<file path="src/rtl/module_seg_mux_n.sv">
// Time-multiplexed 7-segment driver for N BCD digits with tear-free frame updates,
// per-digit dwell, all-off anti-ghosting gap and optional leading-zero blanking.
module module_seg_mux_n #(
   parameter int unsigned N_DIGITS     = 4,
   parameter int unsigned DWELL_CYCLES = 50000,
   parameter int unsigned GAP_CYCLES   = 8,
   parameter int unsigned SEG_ACT_LOW  = 1,
   parameter int unsigned AN_ACT_HIGH  = 1
) (
   input  logic                    clk,
   input  logic                    rst,
   input  logic [4*N_DIGITS-1:0]   bcd_in,
   input  logic                    listo,
   input  logic                    blank_lz,
   output logic [6:0]              seg,
   output logic [N_DIGITS-1:0]     transis,
   output logic                    frame_tick
);

   localparam int unsigned BCD_W      = 4 * N_DIGITS;
   localparam int unsigned CNT_RANGE  = (DWELL_CYCLES > GAP_CYCLES)
                                        ? ((DWELL_CYCLES > 2) ? DWELL_CYCLES : 2)
                                        : ((GAP_CYCLES > 2) ? GAP_CYCLES : 2);
   localparam int unsigned CNT_W      = $clog2(CNT_RANGE);
   localparam int unsigned IDX_W      = (N_DIGITS > 1) ? $clog2(N_DIGITS) : 1;
   localparam int unsigned DWELL_LAST = DWELL_CYCLES - 1;
   localparam int unsigned GAP_LAST   = (GAP_CYCLES > 0) ? GAP_CYCLES - 1 : 0;
   localparam int unsigned IDX_LAST   = N_DIGITS - 1;

   // Inactive output levels follow the configured polarities
   localparam logic [6:0]          SEG_OFF = (SEG_ACT_LOW != 0) ? 7'h7F : 7'h00;
   localparam logic [N_DIGITS-1:0] AN_OFF  = (AN_ACT_HIGH != 0) ? '0 : '1;

   typedef enum logic {
      SHOW = 1'b0,
      GAP  = 1'b1
   } state_t;

   state_t              state, state_n;
   logic [CNT_W-1:0]    cnt, cnt_n;
   logic [IDX_W-1:0]    idx, idx_n;
   logic                slot_end_c;
   logic                boundary_c;

   logic [BCD_W-1:0]    pend;
   logic                pend_v;
   logic [BCD_W-1:0]    disp;

   logic [3:0]          dig_c;
   logic                nz_c;
   logic                blank_c;
   logic [6:0]          code_c;
   logic [N_DIGITS-1:0] an_c;
   logic [6:0]          seg_nxt;
   logic [N_DIGITS-1:0] transis_nxt;

   // Scan state register
   always_ff @(posedge clk or negedge rst) begin
      if (!rst) begin
         state <= SHOW;
         cnt   <= '0;
         idx   <= '0;
      end else begin
         state <= state_n;
         cnt   <= cnt_n;
         idx   <= idx_n;
      end
   end

   // Next-state: dwell/gap counting and digit advance; boundary = idx wrapping to 0
   always_comb begin
      state_n    = state;
      cnt_n      = cnt + CNT_W'(1);
      idx_n      = idx;
      slot_end_c = 1'b0;
      case (state)
         SHOW: begin
            if (cnt == CNT_W'(DWELL_LAST)) begin
               cnt_n = '0;
               if (GAP_CYCLES > 0) state_n = GAP;
               else                slot_end_c = 1'b1;
            end
         end
         GAP: begin
            if (cnt == CNT_W'(GAP_LAST)) begin
               cnt_n      = '0;
               state_n    = SHOW;
               slot_end_c = 1'b1;
            end
         end
         default: begin
            state_n = SHOW;
            cnt_n   = '0;
         end
      endcase
      if (slot_end_c) idx_n = (idx == IDX_W'(IDX_LAST)) ? '0 : idx + IDX_W'(1);
      boundary_c = slot_end_c && (idx == IDX_W'(IDX_LAST));
   end

   // Snapshot on listo; display copy only changes at a frame boundary
   always_ff @(posedge clk or negedge rst) begin
      if (!rst) begin
         pend   <= '0;
         pend_v <= 1'b0;
         disp   <= '0;
      end else if (boundary_c) begin
         if (listo)       disp <= bcd_in;
         else if (pend_v) disp <= pend;
         pend_v <= 1'b0;
      end else if (listo) begin
         pend   <= bcd_in;
         pend_v <= 1'b1;
      end
   end

   // Current digit, enable pattern and leading-zero detection
   always_comb begin
      dig_c = 4'd0;
      nz_c  = 1'b0;
      an_c  = '0;
      for (int i = 0; i < N_DIGITS; i++) begin
         if (idx == IDX_W'(i)) begin
            dig_c   = disp[4*i +: 4];
            an_c[i] = 1'b1;
         end
         if ((IDX_W'(i) >= idx) && (disp[4*i +: 4] != 4'd0)) nz_c = 1'b1;
      end
      blank_c = blank_lz && (idx != '0) && !nz_c;
   end

   // BCD to segments, 0 = lit; invalid nibbles show a, d, g
   always_comb begin
      code_c = 7'b0110110;
      case (dig_c)
         4'd0:    code_c = 7'b0000001;
         4'd1:    code_c = 7'b1001111;
         4'd2:    code_c = 7'b0010010;
         4'd3:    code_c = 7'b0000110;
         4'd4:    code_c = 7'b1001100;
         4'd5:    code_c = 7'b0100100;
         4'd6:    code_c = 7'b0100000;
         4'd7:    code_c = 7'b0001111;
         4'd8:    code_c = 7'b0000000;
         4'd9:    code_c = 7'b0000100;
         default: code_c = 7'b0110110;
      endcase
   end

   // Output values for the state currently held, with polarity applied
   always_comb begin
      seg_nxt     = SEG_OFF;
      transis_nxt = AN_OFF;
      if (state == SHOW) begin
         transis_nxt = (AN_ACT_HIGH != 0) ? an_c : ~an_c;
         if (!blank_c) seg_nxt = (SEG_ACT_LOW != 0) ? code_c : ~code_c;
      end
   end

   // Registered outputs, one cycle behind the scan state
   always_ff @(posedge clk or negedge rst) begin
      if (!rst) begin
         seg        <= SEG_OFF;
         transis    <= AN_OFF;
         frame_tick <= 1'b0;
      end else begin
         seg        <= seg_nxt;
         transis    <= transis_nxt;
         frame_tick <= boundary_c;
      end
   end

endmodule

</file>
<file path="config.mk">
export PLATFORM = sky130hd
export DESIGN_NAME = module_seg_mux_n
export DESIGN_NICKNAME = d
export VERILOG_FILES = /design/src/rtl/module_seg_mux_n.sv
export SDC_FILE = /design/constraint.sdc
export NUM_CORES = 1
export LEC_CHECK = 0
export CORE_ASPECT_RATIO = 0.9
export CORE_UTILIZATION = 60
export DETAILED_ROUTE_END_ITERATION = 6
export GPL_TIMING_DRIVEN = 0
export PLACE_DENSITY = 0.83
export SLEW_MARGIN = 15
export SYNTH_ARGS = -nofsm -noshare
export SYNTH_HDL_FRONTEND = slang
export SYNTH_SLANG_ARGS = --single-unit
export TNS_END_PERCENT = 30
</file>
<file path="constraint.sdc">
create_clock -name clk -period 5.64 [get_ports clk]
set_input_delay 0.846 -clock clk [delete_from_list [all_inputs] [get_ports clk]]
set_output_delay 0.846 -clock clk [all_outputs]
set_load 0.01 [all_outputs]
</file>
==> metrics.yaml <==
clock_network:
  clk_pin_slew_ns: 0.06
  ctsResizeCount: 0
  cts_tree: "done"
  htree_levels: 3
  holdBufCountCts: 0
  clockBufferDepth: 2
  clkLatencyLatePin_ns: 0.34
  clockRootBuffer: "clkbuf_8"
  postCtsSetupRepairBufs: 0
  numCtsBuffers: 9
  clock-sinks: 64
sta:
  fin_skew_ns: 0.00641
  fin_crit_ns: 2.70
  drv_slew: 0
  fmax_mhz: 371
  fin_hold_ws_ns: 0.384
  rsz0062_at_grt: "no"
  slew_headroom: 0.493
  hold_violations: 0
  setup_violations: 0
  tightest_slew_ns: 0.761
  fin_crit_sh: 0.478
  setup_tns_ns: 0
global_routing:
  first_global_vias: 2394
  grt_use_total: 0.282
  overflow: 0
  grt_start_max_net_pins: 44
  grt_pass1_wl_mm: 11.8
  antenna_found_initial: 0
critical_path:
  r2r-end: "pend[14]$_DFFE_PN0P_"
  reg2reg_from: "cnt[7]$_DFF_PN0_"
  crit_required_ns: 5.86
  arrival_ns: 2.91
  ff2ff_path_depth: 6
  path_class: "reg -> reg"
  worst_setup_path_start_kind: "flop"
  cp_max_fo: 10
  end_kind: "flop"
  reg2reg_slack_ns: 2.94
  timing.critical_path.from: "cnt[7]$_DFF_PN0_"
synthesis:
  yosys_warnings: 0
  synth_seq_cells: 64
  synth-edff-count: 0
  syn_inst: 297
  syn_avg_cell_area_sq_um: 10.8
  seq_area_frac_synth: 0.503
  synthesis.area_sq_um: 3200
  synth_top_flop_cell: "dfrtp_1"
  synth_cell_types: 45
  async_flop_share: 1.00
  syn_nets: 324
routing:
  routed_wl_mm: 7.12
  antenna_left: 0
  wl_per_cell_microns: 17.4
  drtIter0Drc: 264
  dr.pass1.iters: 5
  post-route-drc-count: 0
  num_vias: 2559
  vias_per_cell: 6.26
finish:
  layout.nets: 366
  post-route-util: 0.765
  final_layout_size_suffix_gt1_frac: 0.131
  diodes: 0
  area_growth_pct: 19.0
power:
  pwr-share-seq: 0.508
  p_per_area_nw_per_um2: 263
  p_leak_nw: 1.55
  switching_share: 0.228
  pwr-share-clk: 0.405
  p_comb_frac: 0.087
  vdd_drop_max_uv: 164
  p_switching_uw: 228
  p_int_uw: 775
run:
  drv_cap: 0
floorplan:
  die_w_microns: 79.0
  die_area_sq_um: 5640
  start_util: 0.643
  io_pins: 32
  rows: 24
  die_h_microns: 71.3
  coreArea_sq_um: 4980
placed_design:
  io_buffers: 30
  routabilityCongestion: 0.876
  dpl.hpwl_mm: 4.87
outcome:
  status: "completed"
min_path:
  worstHoldPathType: "in -> async"
synthesized netlist by cell type (5+ instances only):
cell / instances / area, sq um
dfrtp_1: 57 / 1430
nand4_1: 21 / 131
nand2b_1: 20 / 125
nor2_1: 20 / 75.1
a21oi_1: 18 / 90.1
a221o_1: 16 / 160
nand2_1: 14 / 52.6
mux2_1: 10 / 113
nand3_1: 10 / 50.1
xor2_1: 10 / 87.6
clkbuf_1: 9 / 33.8
inv_1: 8 / 30.0
mux2_2: 8 / 90.1
dfstp_2: 7 / 184
ha_1: 7 / 87.6
nor3_1: 6 / 30.0
o21ai_0: 5 / 25.0
xnor2_1: 5 / 43.8
through the flow:
stage | cells | setup slack, ns | power [mW] | area, sq um
finish | 409 | 2.94 | 1.00 | 3810
detailed placement | 393 | 3.00 | 0.604 | 3600
global placement | 392 | 1.73 | 0.599 | 3590
CTS | 409 | 2.96 | 1.01 | 3810
floorplan | 297 | 3.37 | 0.555 | 3200
global route | 409 | 2.81 | 1.04 | 3810
power by group through the flow:
| stage | registers [mW] | clock network [mW] | logic, mW |
|---|---|---|---|
| finish | 0.510 | 0.406 | 0.0876 |
| global route | 0.512 | 0.433 | 0.0972 |
| CTS | 0.509 | 0.414 | 0.0883 |
| detailed placement | 0.517 | 0 | 0.0876 |
| global placement | 0.516 | 0 | 0.0832 |
| floorplan | 0.513 | 0 | 0.0415 |
kinds of logic after synthesis:
family | share of synthesized area
and+or+nand+nor | 0.201
muxes | 0.0633
xor gates and xnor gates | 0.0410
AOI/OAI and AO/OA | 0.129
DFF | 0.503
adders and majority gates | 0.0273
buffers and inverters | 0.0359
placed cells by master, fill, tap and decap left out, drive strengths merged, types with 9 or more instances in the layout:
| master | n |
|---|---|
| xor2 | 10 |
| nand4 | 21 |
| clkbuf | 22 |
| clkdlybuf4s50 | 29 |
| nand3 | 10 |
| buf | 9 |
| dfrtp | 57 |
| a221o | 16 |
| nor2 | 20 |
| a21oi | 18 |
| nand2b | 20 |
| mux2 | 18 |
| nand2 | 16 |
worst max path at each step:
stage	to	slack [ns]	cells after the start
6_report	pend[14]$_DFFE_PN0P_	2.94	6
5_1_grt	cnt[14]$_DFF_PN0_	2.81	6
4_1_cts	pend[14]$_DFFE_PN0P_	2.96	6
3_5_place_dp	pend[12]$_DFFE_PN0P_	3.00	6
3_3_place_gp	pend[4]$_DFFE_PN0P_	1.73	1
2_1_floorplan	pend[10]$_DFFE_PN0P_	3.37	6
sequential cells by signal (all words and copies together) (netlist names):
signal / cells
cnt: 16
disp: 16
frame_tick: 1
idx: 2
pend: 16
pend_v: 1
seg: 7
state: 1
transis: 4
critical path, stage by stage (launching register included):
cell     delay, ns
dfrtp_1       0.43
or4_4         0.58
nor4_4        0.68
nand2_4       0.18
nand2_4       0.17
buf_6         0.18
mux2_1        0.34
area by class of cell:
type,instances,area (sq um)
Sequential cell,64,1610
Tap cell,65,81.3
Inverter,8,30.0
Clock buffer,13,169
Multi-Input combinational cell,209,1480
Clock inverter,3,40.0
Fill cell,349,1170
Buffer,16,85.1
Timing Repair Buffer,31,318
metal layers:
layer,vias up,global-route usage,part of all wire
met5,-,0,0
met4,0,0.123,0.023
met3,17,0.0854,0.062
met2,107,0.420,0.46
met1,1250,0.385,0.46
li1,1185,-,-
Power figures use the tool's default switching activity.
